[config.mk]
export PLATFORM = sky130hd
export DESIGN_NAME = wb_unit
export DESIGN_NICKNAME = d
export VERILOG_FILES = /design/src/rtl/riscv_ap_pkg.sv /design/src/rtl/wb_fifo.sv /design/src/rtl/wb_unit.sv
export SDC_FILE = /design/constraint.sdc
export NUM_CORES = 1
export LEC_CHECK = 0
export CORE_UTILIZATION = 46
export DETAILED_ROUTE_END_ITERATION = 8
export GPL_ROUTABILITY_DRIVEN = 0
export GPL_TIMING_DRIVEN = 0
export PLACE_DENSITY_LB_ADDON = 0.2
export SETUP_SLACK_MARGIN = 0.02
export SYNTH_ARGS = -nofsm -noshare
export SYNTH_HDL_FRONTEND = slang
export SYNTH_SLANG_ARGS = --single-unit
export TNS_END_PERCENT = 10
[constraint.sdc]
create_clock -name clk_i -period 3 [get_ports clk_i]
set_input_delay 0.9 -clock clk_i [delete_from_list [all_inputs] [get_ports clk_i]]
set_output_delay 0.9 -clock clk_i [all_outputs]
set_load 0.01 [all_outputs]
[src/rtl/riscv_ap_pkg.sv]
// Shared types for the risc-v_ap core: register address, data word, write-back entry.
package riscv_ap_pkg;
  localparam int XLEN       = 32;
  localparam int REG_ADDR_W = 5;

  typedef logic [REG_ADDR_W-1:0] reg_addr_t;
  typedef logic [XLEN-1:0]       xlen_t;

  typedef struct packed {
    reg_addr_t rd;
    xlen_t     data;
  } wb_entry_t;
endpackage

[src/rtl/wb_fifo.sv]
// Synchronous FIFO of write-back entries; DEPTH must be a power of two (pointers wrap naturally).
module wb_fifo
  import riscv_ap_pkg::*;
#(
  parameter int DEPTH = 2
) (
  input  logic      clk,
  input  logic      rst_n,
  input  logic      push,
  input  wb_entry_t din,
  input  logic      pop,
  output wb_entry_t dout,
  output logic      full,
  output logic      empty
);
  localparam int AW = $clog2(DEPTH);

  wb_entry_t         mem [DEPTH];
  logic [AW-1:0]     wr_ptr, rd_ptr;
  logic [AW:0]       count;
  logic              do_push, do_pop;

  assign full    = (count == (AW+1)'(DEPTH));
  assign empty   = (count == '0);
  assign do_push = push & ~full;
  assign do_pop  = pop & ~empty;
  assign dout    = mem[rd_ptr];

  always_ff @(posedge clk or negedge rst_n) begin
    if (!rst_n) begin
      wr_ptr <= '0;
      rd_ptr <= '0;
      count  <= '0;
    end else begin
      if (do_push) wr_ptr <= wr_ptr + 1'b1;
      if (do_pop)  rd_ptr <= rd_ptr + 1'b1;
      case ({do_push, do_pop})
        2'b10:   count <= count + 1'b1;
        2'b01:   count <= count - 1'b1;
        default: count <= count;
      endcase
    end
  end

  // Storage needs no reset: entries are only visible behind the count.
  always_ff @(posedge clk) begin
    if (do_push) mem[wr_ptr] <= din;
  end
endmodule

[src/rtl/wb_unit.sv]
// Write-back stage: ALU/LSU merge into the register-file write port plus pending-load scoreboard.
// Optional WB_LSU_BYPASS_EN: LSU result skips the empty FIFO straight into the output register.
module wb_unit
  import riscv_ap_pkg::*;
#(
  parameter int LSU_FIFO_DEPTH = 2
) (
  input  logic                  clk_i,
  input  logic                  rstn_i,
  input  logic                  alu_valid_i,
  input  logic [REG_ADDR_W-1:0] alu_rd_i,
  input  logic [XLEN-1:0]       alu_data_i,
  input  logic                  lsu_valid_i,
  output logic                  lsu_ready_o,
  input  logic [REG_ADDR_W-1:0] lsu_rd_i,
  input  logic [XLEN-1:0]       lsu_data_i,
  input  logic                  ld_issue_i,
  input  logic [REG_ADDR_W-1:0] ld_rd_i,
  input  logic [REG_ADDR_W-1:0] rs1_add_i,
  input  logic [REG_ADDR_W-1:0] rs2_add_i,
  output logic                  hazard_o,
  output logic                  we_o,
  output logic [REG_ADDR_W-1:0] rd_add_o,
  output logic [XLEN-1:0]       rd_data_o
);
  localparam int NREG = 1 << REG_ADDR_W;

  wb_entry_t       head, lsu_ent, sel;
  logic            full, empty, accept, push, pop, bypass;
  logic            sel_vld, sel_lsu, out_is_lsu;
  logic [NREG-1:0] pending, pend_nxt;

  assign lsu_ent     = '{rd: lsu_rd_i, data: lsu_data_i};
  assign lsu_ready_o = ~full;
  assign accept      = lsu_valid_i & lsu_ready_o;
  assign pop         = ~alu_valid_i & ~empty;

`ifdef WB_LSU_BYPASS_EN
  assign bypass = accept & empty & ~alu_valid_i;
`else
  assign bypass = 1'b0;
`endif
  assign push = accept & ~bypass;

  wb_fifo #(.DEPTH(LSU_FIFO_DEPTH)) u_fifo (
    .clk   (clk_i),
    .rst_n (rstn_i),
    .push  (push),
    .din   (lsu_ent),
    .pop   (pop),
    .dout  (head),
    .full  (full),
    .empty (empty)
  );

  // ALU has strict priority; FIFO head next; bypass only when both are idle.
  always_comb begin
    sel     = '0;
    sel_vld = 1'b0;
    sel_lsu = 1'b0;
    if (alu_valid_i) begin
      sel     = '{rd: alu_rd_i, data: alu_data_i};
      sel_vld = 1'b1;
    end else if (pop) begin
      sel     = head;
      sel_vld = 1'b1;
      sel_lsu = 1'b1;
    end else if (bypass) begin
      sel     = lsu_ent;
      sel_vld = 1'b1;
      sel_lsu = 1'b1;
    end
  end

  always_ff @(posedge clk_i or negedge rstn_i) begin
    if (!rstn_i) begin
      we_o       <= 1'b0;
      rd_add_o   <= '0;
      rd_data_o  <= '0;
      out_is_lsu <= 1'b0;
    end else begin
      we_o       <= sel_vld & (sel.rd != '0);
      out_is_lsu <= sel_vld & sel_lsu;
      if (sel_vld) begin
        rd_add_o  <= sel.rd;
        rd_data_o <= sel.data;
      end
    end
  end

  // Clear follows the register-file write of a load; a same-edge issue to that index wins.
  always_comb begin
    pend_nxt = pending;
    if (we_o & out_is_lsu)               pend_nxt[rd_add_o] = 1'b0;
    if (ld_issue_i && (ld_rd_i != '0))   pend_nxt[ld_rd_i]  = 1'b1;
    pend_nxt[0] = 1'b0;
  end

  always_ff @(posedge clk_i or negedge rstn_i) begin
    if (!rstn_i) pending <= '0;
    else         pending <= pend_nxt;
  end

  assign hazard_o = ((rs1_add_i != '0) & pending[rs1_add_i]) |
                    ((rs2_add_i != '0) & pending[rs2_add_i]);
endmodule

[Word level (Yosys, flattened, before mapping)]
Memory sizes are Yosys's and may differ from the RTL's.
Index checks and enable logic that the tools add are counted.
Storage, ports and cells
  RAM bits: 74
  bits in registers: 74
  memories: 1
  output and inout port bits: 40
  word-level logic and storage cells: 65
Operators by class
  equal/unequal tests: 3
  $add $sub $neg: 4
  order comparisons: 6
  muxes and demuxes: 18
  bitwise logic cells: 16
  reductions and logical operators: 9
Memory list
  u_fifo.mem: depth 2, bits a word 37, rd ports 1, clocked after Yosys merged registers in 0, write ports 1, RTL line wb_fifo.sv:18  | wb_entry_t mem [DEPTH];
Operators by type and width (number)
  two-way mux 37 bit: 2
  two-way mux 32 bit: 2
  bitwise AND 32 bit: 1
  inverter 32 bit: 1
  bitwise OR 32 bit: 1
  < comparator 5 x 6 -> 1 bit, second input constant: 4
  nonzero test 5 bit: 4
  binary-select mux 1 bit (select 5 bit): 2
  demux 1 bit (select 5 bit): 2
  greater-or-equal comparator 5 x 1 -> 1 bit, second input constant: 2
  bitwise AND 1 bit: 9
  two-way mux 1 bit: 9
  equality test 2 bit, second input constant: 2
  one-hot mux 2 bit (2 select lines): 1
  logical AND 1 bit: 3
  inverter 1 bit: 3
  adder 1 bit, second input constant: 2
  adder 2 x 1 -> 2 bit, second input constant: 1
  equality test 2 x 1 -> 1 bit, second input constant: 1
  logical NOT 2 bit: 1
  nonzero test 2 bit: 1
  subtractor 2 x 1 -> 2 bit, second input constant: 1
  bitwise OR 1 bit: 1

[Depth between registers and ports, before layout]
Gate-level depths: netlist of run 1.
  depth in word-level cells: 9
  gate-level depth with buffers: 6
  mapped depth without buffers: 6

[Modules after synthesis]
A second synthesis of run 1 with hierarchy kept.
Unflattened totals
  cell total of the unflattened synthesis: 490
  area total of the unflattened synthesis: 6610.1 µm²
Modules (own cells, without submodules)
  wb_unit: area each 3661.0 µm², sequential area each 1751.7 µm², cells each 357, instances 1
  wb_fifo: area each 2949.1 µm², sequential area each 2322.2 µm², cells each 133, instances 1

[Worst setup path after synthesis of run 1]
No wires, ideal clock.
  path type: input to output
  start point: input rs2_add_i[2]
  end point: output hazard_o
  cell stages on the path: 6
  setup slack: -0.042 ns
  data arrival time: 2.142 ns
  data required time: 2.100 ns
  cell sequence: clkbuf_1 -> mux4_1 -> mux2i_1 -> nor3b_1 -> a31oi_1 -> nand4_1
On the way
  word-level cells in the longest chain between the ends: 4
  elaborated cells on any way between the ends: 5
RTL lines
  from (decl): RTL line wb_unit.sv:20  | input logic [REG_ADDR_W-1:0] rs2_add_i,
  binary-select mux 1 bit (select 5 bit): RTL line wb_unit.sv:105  | ((rs2_add_i != '0) & pending[rs2_add_i]);
  two-way mux 1 bit (implied by the code): RTL line wb_unit.sv:105
  bitwise AND 1 bit *: RTL line wb_unit.sv:105
  bitwise OR 1 bit *: RTL line wb_unit.sv:104  | assign hazard_o = ((rs1_add_i != '0) & pending[rs1_add_i]) |
  to (decl): RTL line wb_unit.sv:21  | output logic hazard_o,
Every way passes the cells marked *; elsewhere a longest branch is shown, timed or not. The select of a mux whose other input is x is not followed.

[Worst setup path in the final report of run 1]
  start point: input rs2_add_i[0]
  end point: output hazard_o
The elaborated chain is that of the path after synthesis.

==> results of run 1 <==
## metrics by stage
step / worst slack (ns) / total power [mW]
detailed placement: -1.00 / 5.59
CTS: -0.136 / 7.70
global route: -0.226 / 8.11
floorplan: 0.0133 / 4.53
finish: -0.154 / 7.66
global placement: -1.60 / 5.46
## worst max path at each step
stage            startpoint       endpoint  slack (ns)  cells past startpoint
3_5_place_dp   rs1_add_i[0]       hazard_o       -1.00                      8
2_1_floorplan  rs2_add_i[0]       hazard_o        0.01                      6
5_1_grt        rs2_add_i[0]       hazard_o       -0.23                      7
6_report       rs2_add_i[0]       hazard_o       -0.15                      7
4_1_cts        rs2_add_i[0]       hazard_o       -0.14                      7
3_3_place_gp         rstn_i  rd_data_o[28]       -1.60                      1
## power by group
group	switching (mW)	leakage (nW)	internal (mW)
clock network	0.790	0.280	1.28
logic	1.27	1.46	1.17
registers	0.360	1.53	2.79
total	2.42	3.26	5.24
## worst max-delay path, delay by kind of cell
| family | cells | cell delay, ns |
|---|---|---|
| AND/OR/NAND/NOR | 3 | 0.47 |
| buffers and inverters | 2 | 0.24 |
| multiplexers | 1 | 0.50 |
| AO/OA/AOI/OAI | 1 | 0.15 |
## kinds of logic after synthesis
kind of cell,count (synthesis)
simple gates,126
fa+ha+maj,1
flops,148
buf+inv,30
compound gates,145
mux,57
xor+xnor,5
## cell usage after synthesis (2+ instances only)
cell type,instances,area [µm²]
a2111oi_0,2,17.5
a21o_1,2,15.0
a21oi_1,34,170
a221oi_1,2,17.5
a22o_1,2,17.5
and3_1,2,12.5
buf_2,8,40.0
clkbuf_1,16,60.1
dfrtp_1,74,1850
edfxtp_1,74,2220
inv_1,3,11.3
mux2_2,8,90.1
mux2i_1,37,370
mux4_1,6,158
mux4_2,6,135
nand2_1,44,165
nand3_1,5,25.0
nand3b_1,8,60.1
nand4_1,3,18.8
nand4b_1,3,26.3
nor2_1,44,165
nor2b_1,2,12.5
nor3b_1,3,22.5
nor4b_1,2,17.5
o21ai_0,98,490
or3_1,3,18.8
or3b_2,3,26.3
xnor2_1,3,26.3
xor2_1,2,17.5
## layout make-up
type                            instances  area, µm²
Buffer                                 27        141
Clock buffer                           25        518
Clock inverter                          7       71.3
Fill cell                            1037       4780
Inverter                                3       11.3
Multi-Input combinational cell        334       2210
Sequential cell                       148       4070
Tap cell                              176        220
Timing Repair Buffer                  133       1370
## state kept, by name (all words and copies together), names as in the netlist
name / cells
out_is_lsu: 1
u_fifo.rd_ptr: 1
u_fifo.count: 2
rd_data_o: 32
u_fifo.mem: 74
rd_add_o: 5
we_o: 1
u_fifo.wr_ptr: 1
pending: 31
## per-layer routing
metal	track usage	vias up
met1	0.276	2345
met5	0	-
met3	0.0756	12
met4	0.0586	0
met2	0.394	169
li1	-	2219
## timing repair
action,in CTS,in global routing
pin swaps,3,1
setup buffers,2,0
setup endpoints to repair,1,1
gates resized for setup,16,2
endpoints found under the hold margin,0,0
gates cloned,1,0
==> flow_summary_export.csv, run 1 <==
group,metric,value,unit
detailed_routing,vias_per_cell,5.56,
synthesis,ys_ff_latch,148,
sta,rsz0062_at_grt,"true",
floorplanning,core,13400,µm²
cells_and_area,final_common_cell,"clkdlybuf4s50_1",
critical_path,r2r_start,"u_fifo.count[0]",
cells_and_area,nets,759,
sta,worst_pin_slew,0.528,ns
place,hpwl,10800,µm
sta,setup_tns,-0.154,ns
floorplanning,die-area,14400,µm²
synthesis,synth_top_family_by_area,"compound AO/OA/AOI/OAI gates",
critical_path,regToRegEndpoint,"rd_data_o[16]",
sta,slew_headroom,0.648,
cts,path_clk_slew,0.06,ns
cts,htreeDepth,4,
synthesis,muxShareOfSynthArea,0.118,
synthesis,synth_seq_area_share,0.637,
flow_run,max_cap_viol_count,0,
synthesis,synthXorXnorAreaFrac,0.00684,
sta,max_clock_freq,0.317,GHz
sta,timing.hold.ws,0.339,ns
critical_path,worstPathRequired,2.10,ns
outcome,violations,"negative setup slack",
cts,hold_buffers,0,
critical_path,crit_path_max_fanout,5,
critical_path,cp_slowest_stage_delay,0.50,ns
cts,clock_path_buffers,2,
detailed_routing,vias,4745,
sta,setup_violations,1,
cts,cts_root_buffer,"clkbuf_16",
cts,numCtsBuffers,17,
detailed_routing,totalWireLength,15600,µm
sta,period_minus_slack,3.15,ns
synthesis,yosys_warnings,0,
synthesis,yosys.area_share.simple,0.0946,
cells_and_area,num_antenna_cells,0,
detailed_routing,route.detailed.drc,0,
synthesis,ys.flop_type,"edfxtp_1",
global_route,grt_usage,0.229,
global_route,grt_max_degree,64,
floorplanning,die_w,120,µm
cells_and_area,mostFrequentLayoutCells,"clkdlybuf4s50_1, o21ai_0, dfrtp_1, edfxtp_1, nand2_1",
sta,min_period_over_period,1.05,
sta,hold_viol,0,
detailed_routing,met2_length,8050,µm
sta,setup_ws,-0.154,ns
outcome,status,"finished, violations left",
critical_path,rr_worst_depth,6,
synthesis,synth_fa_ha_area_frac,0.00196,
cts,clock_sinks,148,
cells_and_area,fin_cells,853,
global_route,antenna_found_initial,0,
cells_and_area,final_util,0.644,
sta,fin_skew,0.00745,ns
synthesis,async_flop_share,0.500,
critical_path,arrival,2.25,ns
floorplanning,ios,134,
power,power.density,888,nW/µm²
global_route,grt_pass1_wl,25200,µm
critical_path,crit_chain,"buf_12 -> mux4_2 -> and4bb_1 -> a41oi_2 -> and3_1 -> nand4_1 -> buf_2",
cells_and_area,areaGrowthSynthToFinish,34.8,%
cts,insertion_delay,0.41,ns
critical_path,start_kind,"input pin",
synthesis,synth_compound_area_frac,0.121,
power,leakagePower,3.26,nW
power,vdd_drop_max,0.413,mV
sta,finalMaxSlewViolations,0,
detailed_routing,drt-pass1-iter-count,5,
synthesis,synth.cell_area,6400,µm²
synthesis,synth-edff-count,74,
critical_path,slowest_stage,"mux4_2",
detailed_routing,wire_per_inst,18.3,µm
cells_and_area,drive_gt1_frac,0.111,
critical_path,rrSetupSlack,1.01,ns
place,place_inst,818,
detailed_routing,drt-initial-drc-count,253,
floorplanning,rows,42,
floorplanning,start_util,0.477,
critical_path,path_class,"input pin to output port",
cells_and_area,final_area,8620,µm²
floorplanning,die_y,120,µm
detailed_routing,detail-route-antenna-nets,0,
synthesis,synthCells,512,
cts,cts_tree,"built",
detailed_routing,wl_met3,1090,µm
detailed_routing,maxUsedRoutingLayer,"met4",
critical_path,end_kind,"output port",
synthesis,synth_cell_type_count,42,
place,portBuffers,127,
synthesis,syn_nets,607,
global_route,overflow,0,
hold_path,hold_class,"input pin to asynchronous set/reset pin",
synthesis,syn-mean-instance-area,12.5,µm²
place,place_area,7970,µm²
detailed_routing,wl_met1,6320,µm
global_route,grt_pass1_vias,4928,
Note: power is estimated with default switching activity, not from simulation.
==> run 2, diff against run 1 <==
--- a/config.mk
+++ b/config.mk
@@ -6,6 +6,7 @@
 export NUM_CORES = 1
 export LEC_CHECK = 0
 export CORE_UTILIZATION = 46
+export CTS_CLUSTER_DIAMETER = 50
 export DETAILED_ROUTE_END_ITERATION = 8
 export GPL_ROUTABILITY_DRIVEN = 0
 export GPL_TIMING_DRIVEN = 0
==> results of run 2 <==
No change in the layout: final DEF, timing and power equal those of run 1.
